$ cat src/rtl/clk_rst_gen_pkg.sv
// Shared types and helpers for the p601zero clock/reset/RTC-interrupt block.
package p601_clk_pkg;

    localparam int IRQ_MISS_W = 8;
    localparam logic [IRQ_MISS_W-1:0] IRQ_MISS_MAX = '1;

    typedef enum logic [1:0] {
        HOLD  = 2'd0,
        COUNT = 2'd1,
        RUN   = 2'd2
    } seq_state_t;

    // Half-period of a divided clock in oscillator cycles; 0 flags an unusable ratio.
    function automatic int div_half(input int osc, input int f);
        if (f <= 0) begin
            return 0;
        end
        return (osc / f) / 2;
    endfunction

endpackage

$ cat src/rtl/clk_rst_gen_clk_div.sv
// Toggle divider: output flips every DIV input cycles, with a registered
// rising-edge pulse and a look-ahead flag for the coming falling edge.
module clk_div #(
    parameter int DIV   = 2,
    parameter int CNT_W = 25
) (
    input  logic clk_in,
    input  logic b_reset,
    output logic clk_out,
    output logic rise,
    output logic fall_next
);

    localparam logic [CNT_W-1:0] TERM = CNT_W'(DIV - 1);

    generate
        if (DIV < 1 || longint'(DIV) > (longint'(1) << CNT_W)) begin : g_bad_div
            $error("clk_div: DIV must be in 1..2**CNT_W");
        end
    endgenerate

    logic [CNT_W-1:0] cnt_reg;
    logic             out_reg;
    logic             rise_reg;
    logic             at_term;

    assign at_term = (cnt_reg == TERM);

    always_ff @(posedge clk_in or negedge b_reset) begin
        if (!b_reset) begin
            cnt_reg  <= '0;
            out_reg  <= 1'b0;
            rise_reg <= 1'b0;
        end else if (at_term) begin
            cnt_reg  <= '0;
            out_reg  <= ~out_reg;
            rise_reg <= ~out_reg;
        end else begin
            cnt_reg  <= cnt_reg + CNT_W'(1);
            rise_reg <= 1'b0;
        end
    end

    assign clk_out   = out_reg;
    assign rise      = rise_reg;
    // High in the cycle whose closing edge drives the output 1->0.
    assign fall_next = at_term & out_reg;

endmodule

$ cat src/rtl/clk_rst_gen.sv
// CPU/RTC clock generation, stretched CPU reset, latched RTC interrupt with
// miss counter, and 7-segment power multiplexing for the p601zero SoC.
module clk_rst_gen
    import p601_clk_pkg::*;
#(
    parameter int OSC_CLOCK  = 12000000,
    parameter int CPU_CLOCK  = 3000000,
    parameter int RTC_CLOCK  = 50,
    parameter int RES_CYCLES = 4,
    parameter int CNT_W      = 25
) (
    input  logic                  clk_in,
    input  logic                  b_reset,
    input  logic                  irq_ack,
    output logic                  sys_clk,
    output logic                  sys_clk_rise,
    output logic                  sys_res,
    output logic                  rtc_clk,
    output logic                  rtc_tick,
    output logic                  sys_irq,
    output logic [IRQ_MISS_W-1:0] irq_miss,
    output logic                  led_pow_h,
    output logic                  led_pow_l
);

    localparam int CLK_DIV = div_half(OSC_CLOCK, CPU_CLOCK);
    localparam int RTC_DIV = div_half(OSC_CLOCK, RTC_CLOCK);
    localparam int RCNT_W  = (RES_CYCLES < 1) ? 1 : $clog2(RES_CYCLES + 1);
    localparam logic [RCNT_W-1:0] RES_INIT = RCNT_W'(RES_CYCLES);

    generate
        if (RES_CYCLES < 0) begin : g_bad_res
            $error("clk_rst_gen: RES_CYCLES must not be negative");
        end
    endgenerate

    logic sys_fall_next;
    logic rtc_fall_unused;

    clk_div #(
        .DIV   (CLK_DIV),
        .CNT_W (CNT_W)
    ) u_sys_div (
        .clk_in    (clk_in),
        .b_reset   (b_reset),
        .clk_out   (sys_clk),
        .rise      (sys_clk_rise),
        .fall_next (sys_fall_next)
    );

    clk_div #(
        .DIV   (RTC_DIV),
        .CNT_W (CNT_W)
    ) u_rtc_div (
        .clk_in    (clk_in),
        .b_reset   (b_reset),
        .clk_out   (rtc_clk),
        .rise      (rtc_tick),
        .fall_next (rtc_fall_unused)
    );

    // Assertion is asynchronous through b_reset; release ripples through two flops.
    logic [1:0] sync_reg;
    logic       rst_sync;

    always_ff @(posedge clk_in or negedge b_reset) begin
        if (!b_reset) begin
            sync_reg <= '0;
        end else begin
            sync_reg <= {sync_reg[0], 1'b1};
        end
    end

    assign rst_sync = sync_reg[1];

    seq_state_t            state_reg;
    logic [RCNT_W-1:0]     rcnt_reg;
    logic                  sys_res_reg;
    logic                  sys_irq_reg;
    logic [IRQ_MISS_W-1:0] irq_miss_reg;

    always_ff @(posedge clk_in or negedge b_reset) begin
        if (!b_reset) begin
            state_reg    <= HOLD;
            rcnt_reg     <= '0;
            sys_res_reg  <= 1'b1;
            sys_irq_reg  <= 1'b0;
            irq_miss_reg <= '0;
        end else begin
            case (state_reg)
                HOLD: begin
                    if (rst_sync) begin
                        state_reg <= COUNT;
                        rcnt_reg  <= RES_INIT;
                    end
                end
                COUNT: begin
                    // Release only on a sys_clk falling edge so the CPU sees a settled reset.
                    if (rcnt_reg == '0) begin
                        if (sys_fall_next) begin
                            state_reg   <= RUN;
                            sys_res_reg <= 1'b0;
                        end
                    end else if (sys_clk_rise) begin
                        rcnt_reg <= rcnt_reg - RCNT_W'(1);
                    end
                end
                RUN: begin
                    if (rtc_tick) begin
                        sys_irq_reg <= 1'b1;
                        // An ack presented alongside the tick counts as the CPU keeping up.
                        if (sys_irq_reg && !irq_ack && irq_miss_reg != IRQ_MISS_MAX) begin
                            irq_miss_reg <= irq_miss_reg + IRQ_MISS_W'(1);
                        end
                    end else if (sys_clk_rise && irq_ack) begin
                        sys_irq_reg <= 1'b0;
                    end
                end
                default: begin
                    state_reg   <= HOLD;
                    sys_res_reg <= 1'b1;
                end
            endcase
        end
    end

    assign sys_res  = sys_res_reg;
    assign sys_irq  = sys_irq_reg;
    assign irq_miss = irq_miss_reg;

    // Digits alternate every oscillator cycle during the low half of the RTC wave.
    logic led_h_reg;

    always_ff @(posedge clk_in or negedge b_reset) begin
        if (!b_reset) begin
            led_h_reg <= 1'b0;
        end else if (!rtc_clk) begin
            led_h_reg <= ~led_h_reg;
        end
    end

    assign led_pow_h = led_h_reg;
    assign led_pow_l = ~led_h_reg;

endmodule

$ cat config.mk
export PLATFORM = sky130hd
export DESIGN_NAME = clk_rst_gen
export DESIGN_NICKNAME = d
export VERILOG_FILES = /design/src/rtl/clk_rst_gen_pkg.sv /design/src/rtl/clk_rst_gen_clk_div.sv /design/src/rtl/clk_rst_gen.sv
export SDC_FILE = /design/constraint.sdc
export NUM_CORES = 1
export LEC_CHECK = 0
export ABC_AREA = 1
export CAP_MARGIN = 25
export CORE_UTILIZATION = 50
export DETAILED_ROUTE_END_ITERATION = 6
export HOLD_SLACK_MARGIN = 0.1
export PLACE_DENSITY = 0.8
export SYNTH_ARGS = -nofsm -noshare
export SYNTH_HDL_FRONTEND = slang
export SYNTH_HIERARCHICAL = 1
export SYNTH_SLANG_ARGS = --single-unit
$ cat constraint.sdc
create_clock -name clk_in -period 3.7 [get_ports clk_in]
set_input_delay 0.925 -clock clk_in [delete_from_list [all_inputs] [get_ports clk_in]]
set_output_delay 0.925 -clock clk_in [all_outputs]
set_load 0.01 [all_outputs]
* Word level (Yosys, flattened, before mapping)
Index checks and enable logic that the tools add are counted. Widths: inputs -> output; s select.
Word-level totals: flip-flop bits (word level) 72, output and inout bits 16, word-level logic and storage cells 64
Operators by class: $add $sub $neg 4, eq/ne operators 10, muxes and demuxes 17, bitwise gates (word level) 6, reductions and logical operators 14
Operator list (count):
- $add 25x1->25 const B | 2
- $mux 25 | 2
- $eq 25x1->1 const B | 1
- $eq 25x17->1 const B | 1
- $mux 3 | 3
- $add 8x1->8 const B | 1
- $ne 2x2->1 const B | 4
- $ne 8x8->1 const B | 1
- $reduce_and 4->1 | 2
- $mux 1 | 6
- $mux 2 | 3
- $pmux 2 s3 | 1
- $pmux 3 s2 | 1
- $reduce_and 3->1 | 2
- $not 1->1 | 5
- $reduce_bool 2->1 | 2
- $logic_and 1x1->1 | 3
- $logic_not 3->1 | 1
- $sub 3x1->3 const B | 1
- $eq 2x1->1 const B | 1
- $eq 2x2->1 const B | 1
- $logic_not 2->1 | 1
- $ne 2x1->1 const B | 1
- $pmux 1 s2 | 1
- 4 further kinds | 4

* Longest topological paths before layout
Gate-level depths: netlist (run 1).
depth after elaboration 5, gate-level depth with buffers 11

* Hierarchy
The synthesis (run 1) kept the hierarchy.
Modules (own cells, without submodules):
- clk_div (u_rtc_div) | instances 1, cells each 234, area each 1646.6 sq um
- clk_div (u_sys_div) | instances 1, cells each 200, area each 1556.5 sq um
- clk_rst_gen | instances 1, cells each 124, area each 959.7 sq um

* Least setup slack after synthesis (run 1)
OpenSTA, ideal clock, no wires.
path type input -> register, from input port irq_ack, to register irq_miss_reg[2], in the netlist irq_miss[2], arrival 1.361 ns, slack 2.216 ns, stages on the path 6, path buffers 0, cells stage by stage inv_1 > nand2_1 > nor2_4 > nand2_4 > nand2_1 > o21ai_1
On the way: longest elaborated chain between the ends 4
RTL lines:
- from (decl) | RTL line clk_rst_gen.sv:14 | input logic irq_ack,
- $logic_not 1->1 | RTL line clk_rst_gen.sv:112 | if (sys_irq_reg && !irq_ack && irq_miss_reg != IRQ_MISS_MAX) begin
- $logic_and 1x1->1 (2 in series) | RTL line clk_rst_gen.sv:112
- $reduce_and 3->1 (no source line)
- to (signal assigned) | RTL line clk_rst_gen.sv:113 | irq_miss_reg <= irq_miss_reg + IRQ_MISS_W'(1);
- to (decl) | RTL line clk_rst_gen.sv:80 | logic [IRQ_MISS_W-1:0] irq_miss_reg;
No other way between the ends. A chain may end at the register's enable or synchronous reset.

* Worst setup path in the final report (run 1)
from register irq_miss_reg[4], in the netlist irq_miss[4], to output port irq_miss[4]
RTL lines:
- to (decl) | RTL line clk_rst_gen.sv:21 | output logic [IRQ_MISS_W-1:0] irq_miss,
No word-level cell between the ends.

==> impl_metrics.csv, run 1 <==
group,metric,value,unit
clock_network,cts-root-to-sink-buffers,2,
clock_network,cts_post_setup_buffers_inserted,0,
clock_network,htreeDepth,3,
floorplanning,placeableCoreArea,7890,sq um
routing,drt-pass1-iter-count,4,
global_route,grt_first_pass_wirelength,14700,um
cells_and_area,finish.net_count,596,
timing,setup_viol,0,
worst_setup_path,critical_path.max_fanout,7,
routing,routed_wl,8270,um
floorplanning,die_span_y,93.2,um
worst_setup_path,end_kind,"primary output",
floorplanning,start_util,0.527,
timing,period_minus_slack,2.34,ns
cells_and_area,antennaDiodeCount,0,
worst_setup_path,cp.buffers_inverters,1,
timing,tns,0,ns
clock_network,tritoncts.num_buffers,9,
placement,gpl.final_weighted_congestion,0.855,
clock_network,cts_num_sinks,72,
worst_setup_path,crit_path_start_kind,"flip-flop",
job,maxCapViolations,0,
min_path,hp-class,"reg -> reg",
global_route,initial_antenna_violation_count,0,
logic_synthesis,synth.net_count,566,
global_route,groute.usage.overall,0.217,
placement,dp_worst_setup_slack,1.68,ns
worst_setup_path,setup.worst_path.start,"irq_miss[4]",
worst_setup_path,regToRegStartpoint,"u_rtc_div/cnt_reg[0]",
cells_and_area,final.fill_count,681,
timing,max_clock_freq,427,MHz
logic_synthesis,post_synthesis_instance_area,4160,sq um
worst_setup_path,critical_path_capture_point,"irq_miss[4]",
worst_setup_path,critical_path_slowest_stage_cell,"clkdlybuf4s50_1",
placement,place.detailed.hpwl,6020,um
timing,fin_crit_sh,0.633,
clock_network,cts_root_cell,"clkbuf_8",
floorplanning,die-width,93.2,um
worst_setup_path,worst_path_largest_cell_delay,0.60,ns
power_and_ir_drop,power.density,392,nW/um^2
worst_setup_path,cp_data_required_time,2.77,ns
clock_network,cts.reportedPaths.clkPinSlew,0.08,ns
worst_setup_path,reg2reg_depth,6,
worst_setup_path,crit_family,"buffers and inverters",
timing,final_hold_viol_count,0,
routing,num_vias,3359,
timing,layout_setup_ws,1.36,ns
cells_and_area,final_cells,694,
cells_and_area,syn2layout_area_growth,13.6,%
placement,placed_cells,678,
global_route,pin_count_of_the_biggest_net_entering_global_routing,32,
worst_setup_path,crit_chain,"clkdlybuf4s50_1",
worst_setup_path,cp_num_cells,1,
global_route,grt-ovfl-total,0,
worst_setup_path,critPathArrivalTime,1.42,ns
timing,total_count_of_max_transition_violations_in_the_final_report,0,
clock_network,postCtsResizedCells,0,
cells_and_area,multi_input_area,1990,sq um
clock_network,clock_tree_from_tritoncts,"done",
clock_network,holdBufCountCts,0,
worst_setup_path,regToRegSetupSlack,1.95,ns
routing,routedWlPerCell,11.9,um
routing,via_per_inst,4.84,
timing,rsz0062_at_grt,"false",
global_route,first_global_vias,3406,
power_and_ir_drop,p_leak,2.48,nW
routing,drc_errors,0,
routing,detail-route-antenna-nets,0,
timing,worst_clock_skew,0.00782,ns
cells_and_area,layout-drive-gt1-share,0.0929,
cells_and_area,ff_latch_area,1800,sq um
logic_synthesis,synth.yosys.warnings,6,
routing,detail_route.iter0.violations,100,
power_and_ir_drop,vdd_drop_max,0.000398,V
min_path,critical_hold_path_startpoint,"sync_reg[0]",
floorplanning,design.die.area,8690,sq um
placement,io_buffer_count,18,
worst_setup_path,worstReg2RegEnd,"u_rtc_div/cnt_reg[7]",
clock_network,clock_insertion_delay_worst_skew,0.35,ns
status,status,"completed",
floorplanning,fp-row-count,32,
logic_synthesis,post_synthesis_area_per_instance,7.47,sq um
worst_setup_path,crit_type,"reg -> out",
logic_synthesis,post_synth_inst_count,557,
floorplanning,io-pin-count,19,
## metal layers
| metal | vias to the layer above | share of wire | track usage | wire [um] |
|---|---|---|---|---|
| met5 | - | 0 | 0 | 0 |
| met1 | 1575 | 0.44 | 0.254 | 3640 |
| met4 | 0 | 0.011 | 0.0667 | 89 |
| met3 | 9 | 0.027 | 0.0545 | 221 |
| met2 | 38 | 0.52 | 0.391 | 4310 |
| li1 | 1737 | - | - | - |
## cell usage in the layout, fill, tap and decap left out, types with 2 or more instances in the layout
cell type and instances:
buf_4 2, bufinv_16 4, clkbuf_1 2, clkbuf_8 9, clkdlybuf4s50_1 17, dfrtp_1 71, ha_1 6, inv_1 92
nand2_1 172, nand2_2 7, nand2_4 6, nand3_1 34, nand3_2 2, nand4_1 12, nor2_1 85, nor2_2 3
nor2_4 13, nor2_8 2, o21ai_0 9, o21bai_1 3, xnor2_1 11, xor2_1 18
## power breakdown
part | switching, mW | internal, mW
Clock | 0.296 | 0.518
Combinational | 0.116 | 0.0723
Sequential | 0.0249 | 0.825
## worst min path at each step
stage / endpoint / slack [ns] / depth (start not counted)
finish: sync_reg[1] / 0.36 / 0
global route: sync_reg[1] / 0.36 / 0
CTS: sync_reg[1] / 0.36 / 0
detailed placement: sync_reg[1] / 0.34 / 0
global placement: sync_reg[1] / 0.33 / 0
floorplan: sync_reg[1] / 0.33 / 0
## per-stage QoR
step,hold slack (ns),total power [mW],instance area (sq um),util
2_1_floorplan,0.331,0.984,4160,-
3_3_place_gp,0.333,1.04,4470,0.566
3_5_place_dp,0.340,1.06,4470,0.566
4_1_cts,0.359,1.87,4730,0.599
5_1_grt,0.361,1.94,4730,0.599
6_report,0.361,1.85,4730,0.599
## layout make-up
type	instances	share of cell area
multi-input cells	390	0.420
repair buffers	20	0.0402
well taps	102	0.0270
clock buffers	11	0.0278
flip-flops and latches	72	0.382
inverters	94	0.0757
clock inverters	5	0.0273
Note: power is estimated with default switching activity, not from simulation.
==> inputs of run 2 (changes only) <==
==> constraint.sdc (replaced) <==
create_clock -name clk_in -period 2.4 [get_ports clk_in]
set_input_delay 0.6 -clock clk_in [delete_from_list [all_inputs] [get_ports clk_in]]
set_output_delay 0.6 -clock clk_in [all_outputs]
set_load 0.01 [all_outputs]
==> impl_metrics.csv, run 2 (synthesis results as in run 1) <==
group,metric,value,unit
global_route,groute.usage.overall,0.211,
worst_setup_path,critical_path_slowest_stage_cell,"clkdlybuf4s50_1",
clock_network,cts_root_cell,"clkbuf_8",
job,maxCapViolations,0,
timing,fin_crit_sh,0.840,
cells_and_area,layout-drive-gt1-share,0.0931,
clock_network,htreeDepth,3,
worst_setup_path,crit_path_start_kind,"flip-flop",
clock_network,cts_post_setup_buffers_inserted,0,
cells_and_area,ff_latch_area,1800,sq um
power_and_ir_drop,p_leak,2.46,nW
routing,detail-route-antenna-nets,0,
placement,gpl.final_weighted_congestion,0.845,
global_route,initial_antenna_violation_count,0,
cells_and_area,final.fill_count,665,
clock_network,cts-root-to-sink-buffers,2,
global_route,grt_first_pass_wirelength,14600,um
cells_and_area,final_cell_mix,"172 x nand2_1, 92 x inv_1, 85 x nor2_1",
power_and_ir_drop,power.share.clock,0.398,
worst_setup_path,crit_family,"buffers and inverters",
routing,drt-pass1-iter-count,4,
worst_setup_path,crit_chain,"clkdlybuf4s50_1",
global_route,grt-ovfl-total,0,
clock_network,cts_num_sinks,72,
worst_setup_path,crit_type,"reg -> out",
worst_setup_path,critPathArrivalTime,1.42,ns
status,status,"completed",
worst_setup_path,cp.buffers_inverters,1,
timing,relative_slew_slack,0.638,
power_and_ir_drop,relative_contribution_of_sequential_cells_to_total_power,0.492,
cells_and_area,multi_input_area,1990,sq um
timing,tns,0,ns
power_and_ir_drop,vdd_drop_max,0.000384,V
clock_network,postCtsResizedCells,0,
global_route,first_global_vias,3356,
cells_and_area,final_common_cell,"nand2_1",
worst_setup_path,end_kind,"primary output",
timing,final_hold_viol_count,0,
routing,routedWlPerCell,11.5,um
timing,rsz0062_at_grt,"false",
timing,total_count_of_max_transition_violations_in_the_final_report,0,
floorplanning,fp-row-count,32,
clock_network,clock_tree_from_tritoncts,"done",
timing,worst_clock_skew,0.00708,ns
floorplanning,die-width,93.2,um
worst_setup_path,worst_path_largest_cell_delay,0.60,ns
power_and_ir_drop,totalPowerFinal,2.67,mW
routing,num_vias,3363,
cells_and_area,syn2layout_area_growth,12.7,%
timing,hold_ws,0.260,ns
timing,max_clock_freq,496,MHz
floorplanning,placeableCoreArea,7890,sq um
cells_and_area,finish.net_count,596,
routing,detail_route.iter0.violations,132,
clock_network,tritoncts.num_buffers,9,
cells_and_area,antennaDiodeCount,0,
min_path,hp-class,"in -> async",
routing,drc_errors,0,
floorplanning,die_span_y,93.2,um
power_and_ir_drop,total_switching_power,0.647,mW
clock_network,holdBufCountCts,0,
floorplanning,design.die.area,8690,sq um
floorplanning,start_util,0.527,
timing,period_minus_slack,2.02,ns
routing,via_per_inst,4.85,
timing,setup_viol,0,
placement,io_buffer_count,18,
power_and_ir_drop,sw_frac_of_total,0.243,
floorplanning,io-pin-count,19,
power_and_ir_drop,power.density,569,nW/um^2
power_and_ir_drop,share_comb_of_total_power,0.110,
clock_network,clock_insertion_delay_worst_skew,0.34,ns
power_and_ir_drop,internal_power,2.02,mW
routing,routed_wl,7950,um
clock_network,cts.reportedPaths.clkPinSlew,0.07,ns
global_route,pin_count_of_the_biggest_net_entering_global_routing,45,
timing,worst_slew_pin_slew,0.543,ns
placement,place.detailed.hpwl,6060,um
worst_setup_path,cp_data_required_time,1.80,ns
worst_setup_path,critical_path.max_fanout,7,
==> run 2: changes by cell type in the layout (fill, tap and decap cells not counted), sizes merged <==
cell,delta
bufinv,-2
clkbuf,+1
==> run 2: through the flow <==
step | util | instances | worst slack [ns] | instance area, sq um
global route | 0.594 | 693 | 0.294 | 4690
floorplan | - | 557 | 0.968 | 4160
finish | 0.594 | 693 | 0.384 | 4690
CTS | 0.594 | 693 | 0.361 | 4690
global placement | 0.566 | 678 | 0.738 | 4470
detailed placement | 0.566 | 678 | 0.709 | 4470
==> run 2: power groups by stage <==
| stage | Clock (mW) | Sequential (mW) | Combinational, mW |
|---|---|---|---|
| 2_1_floorplan | 0 | 1.34 | 0.180 |
| 3_3_place_gp | 0 | 1.33 | 0.275 |
| 3_5_place_dp | 0 | 1.33 | 0.294 |
| 4_1_cts | 1.09 | 1.31 | 0.296 |
| 5_1_grt | 1.14 | 1.32 | 0.343 |
| 6_report | 1.06 | 1.31 | 0.294 |
==> run 2: cell type report <==
type	instances	share of cell area
timing repair buffer	20	0.0406
inverter	94	0.0764
clock buffer	12	0.0331
clock inverter	3	0.0139
sequential	72	0.385
multi-input combinational	390	0.424
tap	102	0.0272
==> run 2: path summary, 6_finish.rpt <==
kind / endpoint / slack [ns] / depth (start not counted) / startpoint
setup / recovery: irq_miss[4] / 0.38 / 1 / irq_miss[4]
hold / removal: u_rtc_div/cnt_reg[11] / 0.26 / 2 / b_reset
setup reg to reg: state_reg[1] / 0.68 / 9 / u_sys_div/cnt_reg[15]
hold reg to reg: sync_reg[1] / 0.35 / 0 / sync_reg[0]
max in group asynchronous: sys_res / 1.67 / 2 / b_reset
min in group clk_in: sync_reg[1] / 0.35 / 0 / sync_reg[0]
==> run 2: routing by layer <==
metal  GRT usage  wire (um)
met5           0          0
met4      0.0538         78
met3      0.0415        286
met2       0.368       3980
met1       0.269       3610
==> inputs of run 3 (changes only) <==
==> constraint.sdc (replaced) <==
create_clock -name clk_in -period 2 [get_ports clk_in]
set_input_delay 0.5 -clock clk_in [delete_from_list [all_inputs] [get_ports clk_in]]
set_output_delay 0.5 -clock clk_in [all_outputs]
set_load 0.01 [all_outputs]
==> impl_metrics.csv, run 3 (synthesis results as in run 1) <==
group,metric,value,unit
cells_and_area,ff_latch_area,1800,sq um
timing,hold_ws,0.153,ns
clock_network,tritoncts.num_buffers,9,
worst_setup_path,worst_path_largest_cell_delay,0.59,ns
power_and_ir_drop,relative_contribution_of_sequential_cells_to_total_power,0.508,
routing,drc_errors,0,
cells_and_area,syn2layout_area_growth,12.8,%
worst_setup_path,critical_path_slowest_stage_cell,"clkdlybuf4s50_1",
worst_setup_path,crit_chain,"clkdlybuf4s50_1",
worst_setup_path,crit_family,"buffers and inverters",
power_and_ir_drop,total_switching_power,0.829,mW
routing,drt-pass1-iter-count,4,
floorplanning,die_span_y,93.2,um
routing,via_per_inst,4.86,
routing,detail_route.iter0.violations,100,
clock_network,clock_tree_from_tritoncts,"done",
floorplanning,placeableCoreArea,7890,sq um
power_and_ir_drop,p_leak,2.45,nW
routing,detail-route-antenna-nets,0,
status,status,"completed",
timing,final_hold_viol_count,0,
cells_and_area,final.fill_count,682,
clock_network,cts_root_cell,"clkbuf_8",
global_route,grt-ovfl-total,0,
clock_network,htreeDepth,3,
clock_network,cts_num_sinks,72,
power_and_ir_drop,sw_frac_of_total,0.267,
worst_setup_path,critPathArrivalTime,1.41,ns
cells_and_area,final_cell_mix,"172 x nand2_1, 92 x inv_1, 85 x nor2_1",
timing,worst_clock_skew,0.0153,ns
power_and_ir_drop,internal_power,2.27,mW
worst_setup_path,crit_type,"reg -> out",
power_and_ir_drop,share_comb_of_total_power,0.113,
worst_setup_path,critical_path.max_fanout,6,
clock_network,cts-root-to-sink-buffers,2,
timing,rsz0062_at_grt,"false",
floorplanning,die-width,93.2,um
min_path,hp-class,"in -> async",
global_route,groute.usage.overall,0.213,
worst_setup_path,crit_path_start_kind,"flip-flop",
timing,max_clock_freq,524,MHz
cells_and_area,finish.net_count,597,
timing,total_count_of_max_transition_violations_in_the_final_report,0,
cells_and_area,final_design_area_no_fill,4690,sq um
timing,setup_viol,0,
power_and_ir_drop,power.density,661,nW/um^2
routing,routedWlPerCell,11.9,um
clock_network,cts_post_setup_buffers_inserted,0,
cells_and_area,antennaDiodeCount,0,
global_route,initial_antenna_violation_count,0,
placement,dp_worst_setup_slack,0.402,ns
timing,tns,0,ns
clock_network,cts.reportedPaths.clkPinSlew,0.09,ns
global_route,first_global_vias,3508,
placement,gpl.final_weighted_congestion,0.827,
worst_setup_path,cp.buffers_inverters,1,
timing,period_minus_slack,1.91,ns
floorplanning,start_util,0.527,
floorplanning,fp-row-count,32,
placement,io_buffer_count,18,
routing,num_vias,3376,
floorplanning,io-pin-count,19,
job,maxCapViolations,0,
timing,fin_crit_sh,0.955,
global_route,grt_first_pass_wirelength,14500,um
power_and_ir_drop,power.share.clock,0.379,
cells_and_area,multi_input_area,1990,sq um
routing,routed_wl,8240,um
global_route,pin_count_of_the_biggest_net_entering_global_routing,73,
placement,postPlaceCellArea,4490,sq um
cells_and_area,layout-drive-gt1-share,0.0995,
clock_network,holdBufCountCts,0,
clock_network,clock_insertion_delay_worst_skew,0.35,ns
timing,layout_setup_ws,0.0909,ns
power_and_ir_drop,vdd_drop_max,0.000533,V
worst_setup_path,cp_data_required_time,1.50,ns
worst_setup_path,end_kind,"primary output",
placement,place.detailed.hpwl,6160,um
cells_and_area,final_common_cell,"nand2_1",
floorplanning,design.die.area,8690,sq um
[run 3: cell count changes in the layout (fill, tap and decap cells not counted), sizes merged]
cell      before  now
clkinvlp       0    3
buf            3    4
clkbuf        12   10
bufinv         2    1
inv           94   95
[run 3: what timing repair did]
action                                 CTS  global route
endpoints found under the hold margin    0             0
resized for setup                        0             1
setup endpoints to repair                0             1
[run 3: power groups by stage]
stage	Sequential (mW)	Clock [mW]	Combinational [mW]
5_1_grt	1.58	1.27	0.407
2_1_floorplan	1.60	0	0.216
3_3_place_gp	1.60	0	0.331
4_1_cts	1.58	1.21	0.356
3_5_place_dp	1.60	0	0.353
6_report	1.58	1.17	0.352
[run 3: cell type report]
cell class                      instances  area share
Tap cell                              102      0.0272
Inverter                               94      0.0763
Timing Repair Buffer                   21      0.0448
Multi-Input combinational cell        390       0.424
Sequential cell                        72       0.385
Clock inverter                          6      0.0141
Clock buffer                           10      0.0293
[run 3: final timing paths]
path	from	to	slack, ns	cells past startpoint
worst min register to register	sync_reg[0]	sync_reg[1]	0.36	0
max in group asynchronous	b_reset	sys_res	1.49	2
worst max register to register	u_sys_div/cnt_reg[1]	sys_res	0.37	10
worst max-delay path	irq_miss[3]	irq_miss[3]	0.09	1
min in group clk_in	sync_reg[0]	sync_reg[1]	0.36	0
worst min-delay path	b_reset	u_rtc_div/cnt_reg[9]	0.15	2
[run 3: metrics by stage]
stage,utilization,cells,power (mW)
after floorplan,-,557,1.82
after global placement,0.569,679,1.93
after detailed placement,0.569,679,1.96
after CTS,0.595,695,3.14
after global routing,0.595,695,3.26
final,0.595,695,3.10
[run 3: routing by layer]
layer / share of wire / wire length [um] / up-vias / global-route usage
li1: - / - / 1736 / -
met1: 0.45 / 3700 / 1595 / 0.242
met2: 0.51 / 4230 / 39 / 0.390
met3: 0.027 / 221 / 6 / 0.0423
met4: 0.0097 / 80 / 0 / 0.0833
met5: 0 / 0 / - / 0
